$ cat src/rtl/avalon_master_traffic_gen_if.sv
// Avalon-MM master/slave signal bundle for the traffic generator.
// Byteenable travels with the request so that any slave can be attached unchanged.
interface avalon_master_traffic_gen_if #(
    parameter int ADDR_W = 26,
    parameter int DATA_W = 32
);
    logic [ADDR_W-1:0]   avm_address;
    logic                avm_read;
    logic                avm_write;
    logic [DATA_W-1:0]   avm_writedata;
    logic [DATA_W/8-1:0] avm_byteenable;
    logic                avm_waitrequest;
    logic [DATA_W-1:0]   avm_readdata;
    logic                avm_readdatavalid;

    modport master (
        output avm_address, avm_read, avm_write, avm_writedata, avm_byteenable,
        input  avm_waitrequest, avm_readdata, avm_readdatavalid
    );

    modport slave (
        input  avm_address, avm_read, avm_write, avm_writedata, avm_byteenable,
        output avm_waitrequest, avm_readdata, avm_readdatavalid
    );
endinterface

$ cat src/rtl/avalon_master_traffic_gen.sv
// Avalon-MM traffic generator: writes an incrementing pattern, reads it back with
// up to MAX_PENDING outstanding reads, and counts read-data mismatches.
module avalon_master_traffic_gen #(
    parameter int ADDR_W      = 26,
    parameter int DATA_W      = 32,
    parameter int LEN_W       = 16,
    parameter int MAX_PENDING = 4
) (
    input  logic                clock,
    input  logic                reset,
    input  logic                n_action,
    input  logic [1:0]          mode,
    input  logic [ADDR_W-1:0]   base_address,
    input  logic [LEN_W-1:0]    word_count,
    input  logic [DATA_W-1:0]   seed,
    avalon_master_traffic_gen_if.master avm,
    output logic                busy,
    output logic                done,
    output logic [LEN_W-1:0]    error_count,
    output logic [ADDR_W-1:0]   first_err_addr,
    output logic                pass
);
    localparam int PEND_W = $clog2(MAX_PENDING + 1);
    localparam logic [ADDR_W-1:0] ADDR_STEP = ADDR_W'(DATA_W / 8);
    localparam logic [PEND_W-1:0] PEND_MAX  = PEND_W'(MAX_PENDING);

    typedef enum logic [2:0] {
        S_IDLE,
        S_WRITE,
        S_READ,
        S_DRAIN,
        S_DONE
    } state_t;

    state_t              r_state;
    logic [1:0]          r_mode;
    logic [ADDR_W-1:0]   r_base;
    logic [LEN_W-1:0]    r_count;
    logic [LEN_W-1:0]    r_idx;
    logic [LEN_W-1:0]    r_rx_idx;
    logic [PEND_W-1:0]   r_pending;
    logic [ADDR_W-1:0]   r_addr;
    logic [DATA_W-1:0]   r_wdata;
    logic [DATA_W-1:0]   r_expect;
    logic [ADDR_W-1:0]   r_rx_addr;
    logic                r_read;
    logic                r_write;
    logic                r_busy;
    logic                r_done;
    logic                r_pass;
    logic [LEN_W-1:0]    r_err_cnt;
    logic [ADDR_W-1:0]   r_first_err;

    logic                w_wr_acc;
    logic                w_rd_acc;
    logic                w_rdv;
    logic                w_mismatch;
    logic                w_last_wr;
    logic [LEN_W-1:0]    w_issued_next;
    logic [LEN_W-1:0]    w_rx_next;
    logic [PEND_W-1:0]   w_pend_next;
    logic [LEN_W-1:0]    w_err_next;

    assign w_wr_acc      = r_write & ~avm.avm_waitrequest;
    assign w_rd_acc      = r_read & ~avm.avm_waitrequest;
    // Stray read data outside a read phase (e.g. after an abort) must not touch the checker.
    assign w_rdv         = avm.avm_readdatavalid & ((r_state == S_READ) | (r_state == S_DRAIN));
    assign w_mismatch    = w_rdv & (avm.avm_readdata != r_expect);
    assign w_last_wr     = (r_idx == r_count - LEN_W'(1));
    assign w_issued_next = r_idx + LEN_W'(w_rd_acc);
    assign w_rx_next     = r_rx_idx + LEN_W'(w_rdv);
    assign w_pend_next   = r_pending + PEND_W'(w_rd_acc) - PEND_W'(w_rdv);
    assign w_err_next    = (w_mismatch && (r_err_cnt != '1)) ? r_err_cnt + LEN_W'(1) : r_err_cnt;

    // NOTE: every register here is written with <= so that all next-state terms
    // above see the same pre-edge values regardless of statement order.
    always_ff @(posedge clock) begin
        if (reset) begin
            r_state     <= S_IDLE;
            r_mode      <= '0;
            r_base      <= '0;
            r_count     <= '0;
            r_idx       <= '0;
            r_rx_idx    <= '0;
            r_pending   <= '0;
            r_addr      <= '0;
            r_wdata     <= '0;
            r_expect    <= '0;
            r_rx_addr   <= '0;
            r_read      <= 1'b0;
            r_write     <= 1'b0;
            r_busy      <= 1'b0;
            r_done      <= 1'b0;
            r_pass      <= 1'b0;
            r_err_cnt   <= '0;
            r_first_err <= '0;
        end else begin
            if (w_rdv) begin
                r_rx_idx  <= w_rx_next;
                r_expect  <= r_expect + DATA_W'(1);
                r_rx_addr <= r_rx_addr + ADDR_STEP;
                r_err_cnt <= w_err_next;
                if (w_mismatch && (r_err_cnt == '0)) begin
                    r_first_err <= r_rx_addr;
                end
            end
            if ((r_state == S_READ) || (r_state == S_DRAIN)) begin
                r_pending <= w_pend_next;
            end

            case (r_state)
                S_IDLE: begin
                    if (!n_action) begin
                        r_mode      <= mode;
                        r_base      <= base_address;
                        r_count     <= word_count;
                        r_idx       <= '0;
                        r_rx_idx    <= '0;
                        r_pending   <= '0;
                        r_addr      <= base_address;
                        r_wdata     <= seed;
                        r_expect    <= seed;
                        r_rx_addr   <= base_address;
                        r_err_cnt   <= '0;
                        r_first_err <= '0;
                        r_pass      <= 1'b0;
                        if (word_count == '0) begin
                            r_state <= S_DONE;
                            r_done  <= 1'b1;
                            r_pass  <= (mode != 2'b00);
                        end else if (!mode[0]) begin
                            r_state <= S_WRITE;
                            r_write <= 1'b1;
                            r_busy  <= 1'b1;
                        end else begin
                            r_state <= S_READ;
                            r_read  <= 1'b1;
                            r_busy  <= 1'b1;
                        end
                    end
                end

                S_WRITE: begin
                    if (w_wr_acc) begin
                        r_idx   <= r_idx + LEN_W'(1);
                        r_addr  <= r_addr + ADDR_STEP;
                        r_wdata <= r_wdata + DATA_W'(1);
                        if (w_last_wr) begin
                            r_write <= 1'b0;
                            if (r_mode == 2'b10) begin
                                r_state <= S_READ;
                                r_idx   <= '0;
                                r_addr  <= r_base;
                                r_read  <= 1'b1;
                            end else begin
                                r_state <= S_DONE;
                                r_done  <= 1'b1;
                                r_busy  <= 1'b0;
                            end
                        end
                    end
                end

                S_READ: begin
                    r_idx  <= w_issued_next;
                    r_read <= (w_issued_next < r_count) && (w_pend_next < PEND_MAX);
                    if (w_rd_acc) begin
                        r_addr <= r_addr + ADDR_STEP;
                    end
                    if (w_issued_next == r_count) begin
                        r_state <= S_DRAIN;
                    end
                end

                S_DRAIN: begin
                    if (w_rx_next == r_count) begin
                        r_state <= S_DONE;
                        r_done  <= 1'b1;
                        r_busy  <= 1'b0;
                        r_pass  <= (w_err_next == '0);
                    end
                end

                S_DONE: begin
                    r_done  <= 1'b0;
                    r_state <= S_IDLE;
                end

                default: r_state <= S_IDLE;
            endcase
        end
    end

    assign avm.avm_address    = r_addr;
    assign avm.avm_read       = r_read;
    assign avm.avm_write      = r_write;
    assign avm.avm_writedata  = r_wdata;
    assign avm.avm_byteenable = '1;

    assign busy           = r_busy;
    assign done           = r_done;
    assign error_count    = r_err_cnt;
    assign first_err_addr = r_first_err;
    assign pass           = r_pass;
endmodule

$ cat src/flat_wrapper.sv
// flat-port wrapper written by rule: the top's interface ports become plain ports
module avalon_master_traffic_gen_flat 
#(
    parameter int ADDR_W      = 26,
    parameter int DATA_W      = 32,
    parameter int LEN_W       = 16,
    parameter int MAX_PENDING = 4
)
  (clock, reset, n_action, mode, base_address, word_count, seed, busy, done, error_count, first_err_addr, pass, avm_avm_address, avm_avm_read, avm_avm_write, avm_avm_writedata, avm_avm_byteenable, avm_avm_waitrequest, avm_avm_readdata, avm_avm_readdatavalid);
  avalon_master_traffic_gen_if #(.ADDR_W(ADDR_W), .DATA_W(DATA_W)) avm_i ();
  input  logic clock;
  input  logic reset;
  input  logic n_action;
  input  logic [1:0] mode;
  input  logic [ADDR_W-1:0] base_address;
  input  logic [LEN_W-1:0] word_count;
  input  logic [DATA_W-1:0] seed;
  output logic busy;
  output logic done;
  output logic [LEN_W-1:0] error_count;
  output logic [ADDR_W-1:0] first_err_addr;
  output logic pass;
  output wire logic [$bits(avm_i.avm_address)-1:0] avm_avm_address;
  output wire logic [$bits(avm_i.avm_read)-1:0] avm_avm_read;
  output wire logic [$bits(avm_i.avm_write)-1:0] avm_avm_write;
  output wire logic [$bits(avm_i.avm_writedata)-1:0] avm_avm_writedata;
  output wire logic [$bits(avm_i.avm_byteenable)-1:0] avm_avm_byteenable;
  input wire logic [$bits(avm_i.avm_waitrequest)-1:0] avm_avm_waitrequest;
  input wire logic [$bits(avm_i.avm_readdata)-1:0] avm_avm_readdata;
  input wire logic [$bits(avm_i.avm_readdatavalid)-1:0] avm_avm_readdatavalid;
  assign avm_avm_address = avm_i.avm_address;
  assign avm_avm_read = avm_i.avm_read;
  assign avm_avm_write = avm_i.avm_write;
  assign avm_avm_writedata = avm_i.avm_writedata;
  assign avm_avm_byteenable = avm_i.avm_byteenable;
  assign avm_i.avm_waitrequest = avm_avm_waitrequest;
  assign avm_i.avm_readdata = avm_avm_readdata;
  assign avm_i.avm_readdatavalid = avm_avm_readdatavalid;
  avalon_master_traffic_gen #(.ADDR_W(ADDR_W), .DATA_W(DATA_W), .LEN_W(LEN_W), .MAX_PENDING(MAX_PENDING)) u_core (.clock(clock), .reset(reset), .n_action(n_action), .mode(mode), .base_address(base_address), .word_count(word_count), .seed(seed), .avm(avm_i), .busy(busy), .done(done), .error_count(error_count), .first_err_addr(first_err_addr), .pass(pass));
endmodule
$ cat config.mk
export PLATFORM = sky130hd
export DESIGN_NAME = avalon_master_traffic_gen_flat
export DESIGN_NICKNAME = d
export VERILOG_FILES = /design/src/rtl/avalon_master_traffic_gen_if.sv /design/src/rtl/avalon_master_traffic_gen.sv /design/src/flat_wrapper.sv
export SDC_FILE = /design/constraint.sdc
export NUM_CORES = 1
export LEC_CHECK = 0
export ABC_AREA = 1
export CORE_ASPECT_RATIO = 1.5
export CORE_MARGIN = 2
export CORE_UTILIZATION = 56
export DETAILED_ROUTE_END_ITERATION = 16
export HOLD_SLACK_MARGIN = 0.12
export PLACE_DENSITY = 0.91
export SYNTH_ARGS = -nofsm -noshare
export SYNTH_HDL_FRONTEND = slang
export SYNTH_SLANG_ARGS = --single-unit
$ cat constraint.sdc
create_clock -name clock -period 3.7 [get_ports clock]
set_clock_uncertainty 0.1 [all_clocks]
set_input_delay 0.555 -clock clock [delete_from_list [all_inputs] [get_ports clock]]
set_output_delay 0.555 -clock clock [all_outputs]
set_load 0.1 [all_outputs]
Word-level counts from Yosys, hierarchy flattened. Index checks and enable logic that the tools add are counted.

Output and inout port bits: 109. Bits of input ports: 113. Flip-flop bits (word level): 245.

Reduce and logical (&&, ||, !) cells: 24. Bitwise operators: 7. Equal/unequal tests: 22. Mux-type cells: 74. Order comparisons: 2. $add $sub $neg: 11.

Operators with widths (number): $mux W26 (12); $mux W16 (11); $mux W32 (5); $pmux W26 S3 (1); $add A32 B1 Y32 const B (2); $pmux W32 S2 (1); $add A26 B3 Y26 const B (2); $eq A16 B16 Y1 (3); $logic_not A16 Y1 (3); $pmux W16 S3 (1); $add A16 B1 Y16 (2); $add A16 B1 Y16 const B (2); $ne A32 B32 Y1 (1); $mux W3 (10); $mux W1 (26); $reduce_and A7 Y1 (3); $lt A16 B16 Y1 (1); $ne A16 B16 Y1 const B (1); $sub A16 B1 Y16 const B (1); $ne A2 B2 Y1 const B (7); $pmux W3 S4 (1); $ne A2 B1 Y1 const B (5); $reduce_and A3 Y1 (3); $eq A3 B2 Y1 const B (2); 23 further kinds (34).

Logic depth before layout (Yosys ltp).
Depth in word-level cells: 9. Depth in mapped cells: 25. Depth with buffers taken out: 23.

Worst setup path after synthesis. No wires, ideal clock.

Path type: reg2reg. Start: register u_core.r_read (netlist: u_core.avm.avm_read). End: register u_core.r_state[1]. Data required time: 3488 ps. Arrival time: 3350 ps. Period minus slack after synthesis: 3561 ps. Cell stages (with the launch flop): 17. Library setup time: 112 ps. Slack: 139 ps. Cells stage by stage: dfxtp_1 inv_1 nor2_1 ha_1 ha_1 nand2_1 nor3_1 nand3_1 xor2_1 ha_1 nand2_1 nor4_1 a31oi_1 nor2_1 nand3_1 nand2_1 nor2_1.

Word-level cells in the longest chain between the ends: 5.

RTL lines: start, declared (RTL line avalon_master_traffic_gen.sv:46) `logic r_read;`; start signal, assigned (RTL line avalon_master_traffic_gen.sv:166) `r_read <= (w_issued_next < r_count) && (w_pend_next < PEND_MAX);`; $and A1 B1 Y1 (RTL line avalon_master_traffic_gen.sv:65) `assign w_rd_acc = r_read & ~avm.avm_waitrequest;`; $add A16 B1 Y16 (RTL line avalon_master_traffic_gen.sv:70) `assign w_issued_next = r_idx + LEN_W'(w_rd_acc);`; $eq A16 B16 Y1 (RTL line avalon_master_traffic_gen.sv:170) `if (w_issued_next == r_count) begin`; $ne A2 B2 Y1 (no source line); $reduce_and A5 Y1 (no source line); end signal, assigned (RTL line avalon_master_traffic_gen.sv:79) `r_state <= S_IDLE;`; end signal, assigned (RTL line avalon_master_traffic_gen.sv:171) `r_state <= S_DRAIN;`; end signal, assigned (RTL line avalon_master_traffic_gen.sv:177) `r_state <= S_DONE;`; end, declared (RTL line avalon_master_traffic_gen.sv:35) `state_t r_state;`.

Every way passes these cells. A chain may end at the register's enable or synchronous reset.

Worst setup path after layout.
Start: input port avm_avm_waitrequest. End: register u_core.r_state[1].

Word-level cells in the longest chain between the ends: 6. Elaborated cells on any way between the ends: 8. Those cells by class: add/sub (1); eq/ne (3); bitwise (3); reduce/logical (1).

RTL lines: start, declared (RTL line flat_wrapper.sv:28) `input wire logic [$bits(avm_i.avm_waitrequest)-1:0] avm_avm_waitrequest;`; $not A1 Y1 * (RTL line avalon_master_traffic_gen.sv:64, avalon_master_traffic_gen.sv:65); $and A1 B1 Y1 (RTL line avalon_master_traffic_gen.sv:65); $add A16 B1 Y16 (RTL line avalon_master_traffic_gen.sv:70); $eq A16 B16 Y1 (RTL line avalon_master_traffic_gen.sv:170); $ne A2 B2 Y1 (no source line); $reduce_and A5 Y1 (no source line) *.

Mark *: on every way between the ends. The rest lies on a longest branch, timed or not.

==> reports/metrics.cfg <==
[status]
outcome=finished, final reports clean

[floorplan]
fp.dieW_um=139
fp.dieArea_mm2=0.0287
floorplan.rows=74
io_pins=222
initial_utilization=0.566
die_y_um=207
fp.coreArea_mm2=0.0270

[place]
portBuffers=217
detailed_place_hpwl_um=37600
dpl_worst_slack_ns=-0.0817
routabilityCongestion=1.01

[setup_path]
crit_path_top_delay_cell=clkdlybuf4s50_1
worst_ep_arrival_time_ns=3.60
timing.critical_path.max_delay_family=simple AND/OR/NAND/NOR gates
end_kind=flop
worstSetupStartpointType=input pin
critical_path_cell_list=clkdlybuf4s50_1, nor2_1, ha_1, nand3_1, nor2_1, nand2_1, nor2_1, nand2_1, xnor2_1, ha_1, nand2_1, nor4_1, buf_4, a31oi_1, nor2_1, nand3_1, nand2_1, nor2_1
worstPathBufferInverterCount=2
timing.critical_path.slowest_cell_delay_ns=0.48
critical_path_required_ns=4.05
crit_fanout=3
most_prevalent_standard_cell_on_the_critical_path=nor2_1
setup.worst_path.class=in2reg

[yosys]
netlist.top_cell.by_area=dfxtp_1
synth.most_common_cell=nand2_1
synth_top_cells_by_count=nand2_1 (454), inv_1 (267), dfxtp_1 (245)
yosysSeqAreaShare=0.320
synth_async_sr_flop_share=0
synth-warning-count=0
yosys_most_used_dff=dfxtp_1
ys_types=62
cell_area_after_synthesis_mm2=0.0153
synthesis.instances=2238
yosys.area.top_type_share=0.320
synth-seq-cells=245
synth_enable_flop_cells=0
synthesis.area_per_instance_um2=6.84
leading_post_synthesis_cells_by_cell_area=dfxtp_1 (32%), nand2_1 (11%), inv_1 (6.5%), xor2_1 (6.5%), a21oi_1 (6.0%)

[cells_and_area]
syn2layout_area_growth_pct=21.8
ratio_of_cells_with_drive_above_1_in_the_final_layout=0.0603
antennaDiodeCount=0
num-fill-cells=2323
ff_latch_area_mm2=0.00490
area_of_combinational_cells_with_multiple_inputs_mm2=0.00897
finalNetCount=2564

[power_and_ir_drop]
switching_power_mw=8.19
swShare=0.527
vdd_drop_max_uv=893
internal-power_mw=7.36
post-layout-total-power_mw=15.6
share_seq_of_total_power=0.282
power-per-cell-area_mw_per_mm2=834
leakagePower_nw=7.79
portion_of_total_power_attributed_to_the_clock_network=0.171
combPwrFrac=0.546

[detailed_routing]
drtIter0Drc=1059
route.detailed.vias_per_inst=5.79
drt_wl_total_um=50500
drt_drc_violations_left=0
wl_per_cell_um=18.2
via_count=16100
first_pass_drt_iterations=5
final_antenna_net_count=0

[clocking]
cts.htree.levels=1
cts_tree=yes
cts_sinks=245
cts_made_buffers=25
insertion_delay_ns=0.56
cts-resized-gates=0
post-cts-setup-buffers=0
ctsHoldBuffers=0
clockBufferDepth=3
clk_transition_reported_paths_ns=0.07
ctsRootBufferMaster=clkbuf_16

[grt]
grt_antenna_before_repair=3
first_global_vias=15900
global_route.overflow_total=0
maximum_number_of_pins_on_one_net_before_global_route_repair=104
gr-usage-all-layers=0.342
wire_length_of_the_first_global_routing_pass_um=79100

[sta]
post-route-worst-setup-slack_ns=0.451
final_max_slew_violation_count=0
hold_viol=0
rsz0062_at_grt=false
period_minus_slack_ns=3.25
clock.fmax_mhz=308
worst_slew_pin_slew_ns=1.12
finalSetupViolCount=0
timing.final.crit_share=0.878
relSlewSlack=0.254

[run]
cap_viol_max_count=0

[hold_path]
hold_path.class=reg2reg

==> routing by layer <==
layer	vias to the layer above	global-route usage	part of all wire	wire, um
li1	7726	-	-	-
met1	7427	0.361	0.36	18100
met2	725	0.613	0.49	24600
met3	205	0.0619	0.077	3870
met4	4	0.247	0.078	3930
met5	-	0	0.00055	28
==> worst register-to-register path: stages (launching register included) <==
cell	delay (ns)
dfxtp_1	0.37
inv_1	0.09
nor2_2	0.10
nand2_1	0.18
nand2_4	0.18
nand2_4	0.08
inv_4	0.08
ha_1	0.15
nand2_1	0.12
nor2_1	0.23
nand3_1	0.14
xor2_1	0.23
xor2_1	0.17
nand3_1	0.10
nor2_1	0.15
nand3_1	0.11
nand2_1	0.21
nand3_1	0.13
nand2_1	0.07
nand2_1	0.04
nor2_1	0.09
==> final timing paths <==
check | startpoint | end | slack (ns) | cells after the start
worst min register to register | u_core.first_err_addr[10] | u_core.first_err_addr[10] | 0.34 | 2
worst max register to register | u_core.r_state[0] | u_core.busy | 0.53 | 20
worst min-delay path | u_core.first_err_addr[10] | u_core.first_err_addr[10] | 0.34 | 2
worst max-delay path | avm_avm_waitrequest | u_core.r_state[1] | 0.45 | 18
==> sequential cells by signal (all words and copies together) (netlist names) <==
| name | count |
|---|---|
| u_core.r_rx_idx | 16 |
| u_core.error_count | 16 |
| u_core.first_err_addr | 26 |
| u_core.r_rx_addr | 26 |
| u_core.r_state | 3 |
| u_core.avm.avm_read | 1 |
| u_core.avm.avm_address | 26 |
| u_core.r_pending | 3 |
| u_core.r_idx | 16 |
| u_core.busy | 1 |
| u_core.r_mode | 2 |
| u_core.done | 1 |
| u_core.r_expect | 32 |
| u_core.avm.avm_write | 1 |
| u_core.r_base | 26 |
| u_core.pass | 1 |
| u_core.r_count | 16 |
| u_core.avm.avm_writedata | 32 |
==> cells in the final DEF, fill, tap and decap left out, drive strengths merged, types with 3 or more instances in the layout <==
cell,synthesis,final
conb,1,4
clkbuf,74,34
buf,27,38
bufinv,0,3
a211oi,15,15
or2,6,6
clkdlybuf4s50,0,215
a31oi,23,23
nand3,131,131
xor2,115,115
nand2,465,465
o21ai,183,183
dfxtp,245,245
nand3b,6,6
a21oi,185,185
nor3b,6,6
nor4,13,13
nand4,49,49
xnor2,71,71
o21bai,8,8
nor2,186,186
o211ai,47,47
ha,30,30
clkinv,4,8
nor3,41,41
o31ai,14,14
inv,274,275
==> area by class of cell <==
cell class                      count  share of cell area
Clock inverter                      9             0.00677
Timing Repair Buffer              253               0.133
Multi-Input combinational cell   1617               0.481
Tap cell                          342              0.0229
Sequential cell                   245               0.263
Inverter                          278              0.0561
Clock buffer                       34              0.0380
==> through the flow <==
| step | utilization | area (um2) | setup TNS [ns] | hold slack, ns | instances |
|---|---|---|---|---|---|
| after global placement | 0.659 | 17800 | -0.0844 | 0.325 | 2735 |
| after CTS | 0.690 | 18700 | 0 | 0.345 | 2778 |
| final | 0.690 | 18700 | 0 | 0.342 | 2778 |
| after floorplan | - | 15300 | 0 | 0.314 | 2241 |
| after detailed placement | 0.659 | 17800 | -0.106 | 0.333 | 2735 |
| after global routing | 0.690 | 18700 | 0 | 0.354 | 2778 |
==> power by group through the flow <==
| stage | Combinational [mW] | Clock (mW) | Sequential (mW) |
|---|---|---|---|
| 6_report | 8.49 | 2.67 | 4.39 |
| 5_1_grt | 9.07 | 2.78 | 4.48 |
| 4_1_cts | 8.39 | 2.68 | 4.36 |
| 3_5_place_dp | 8.34 | 0 | 4.40 |
| 3_3_place_gp | 8.18 | 0 | 4.38 |
| 2_1_floorplan | 3.89 | 0 | 6.59 |
==> cell families after synthesis <==
kind of cell,synth area share
AND/OR/NAND/NOR,0.271
AO/OA/AOI/OAI,0.179
buffers and inverters,0.0958
flip-flops,0.320
XOR/XNOR,0.108
adder cells (fa/ha/maj),0.0258
other,0.000245
(Power assumes the default switching activity.)
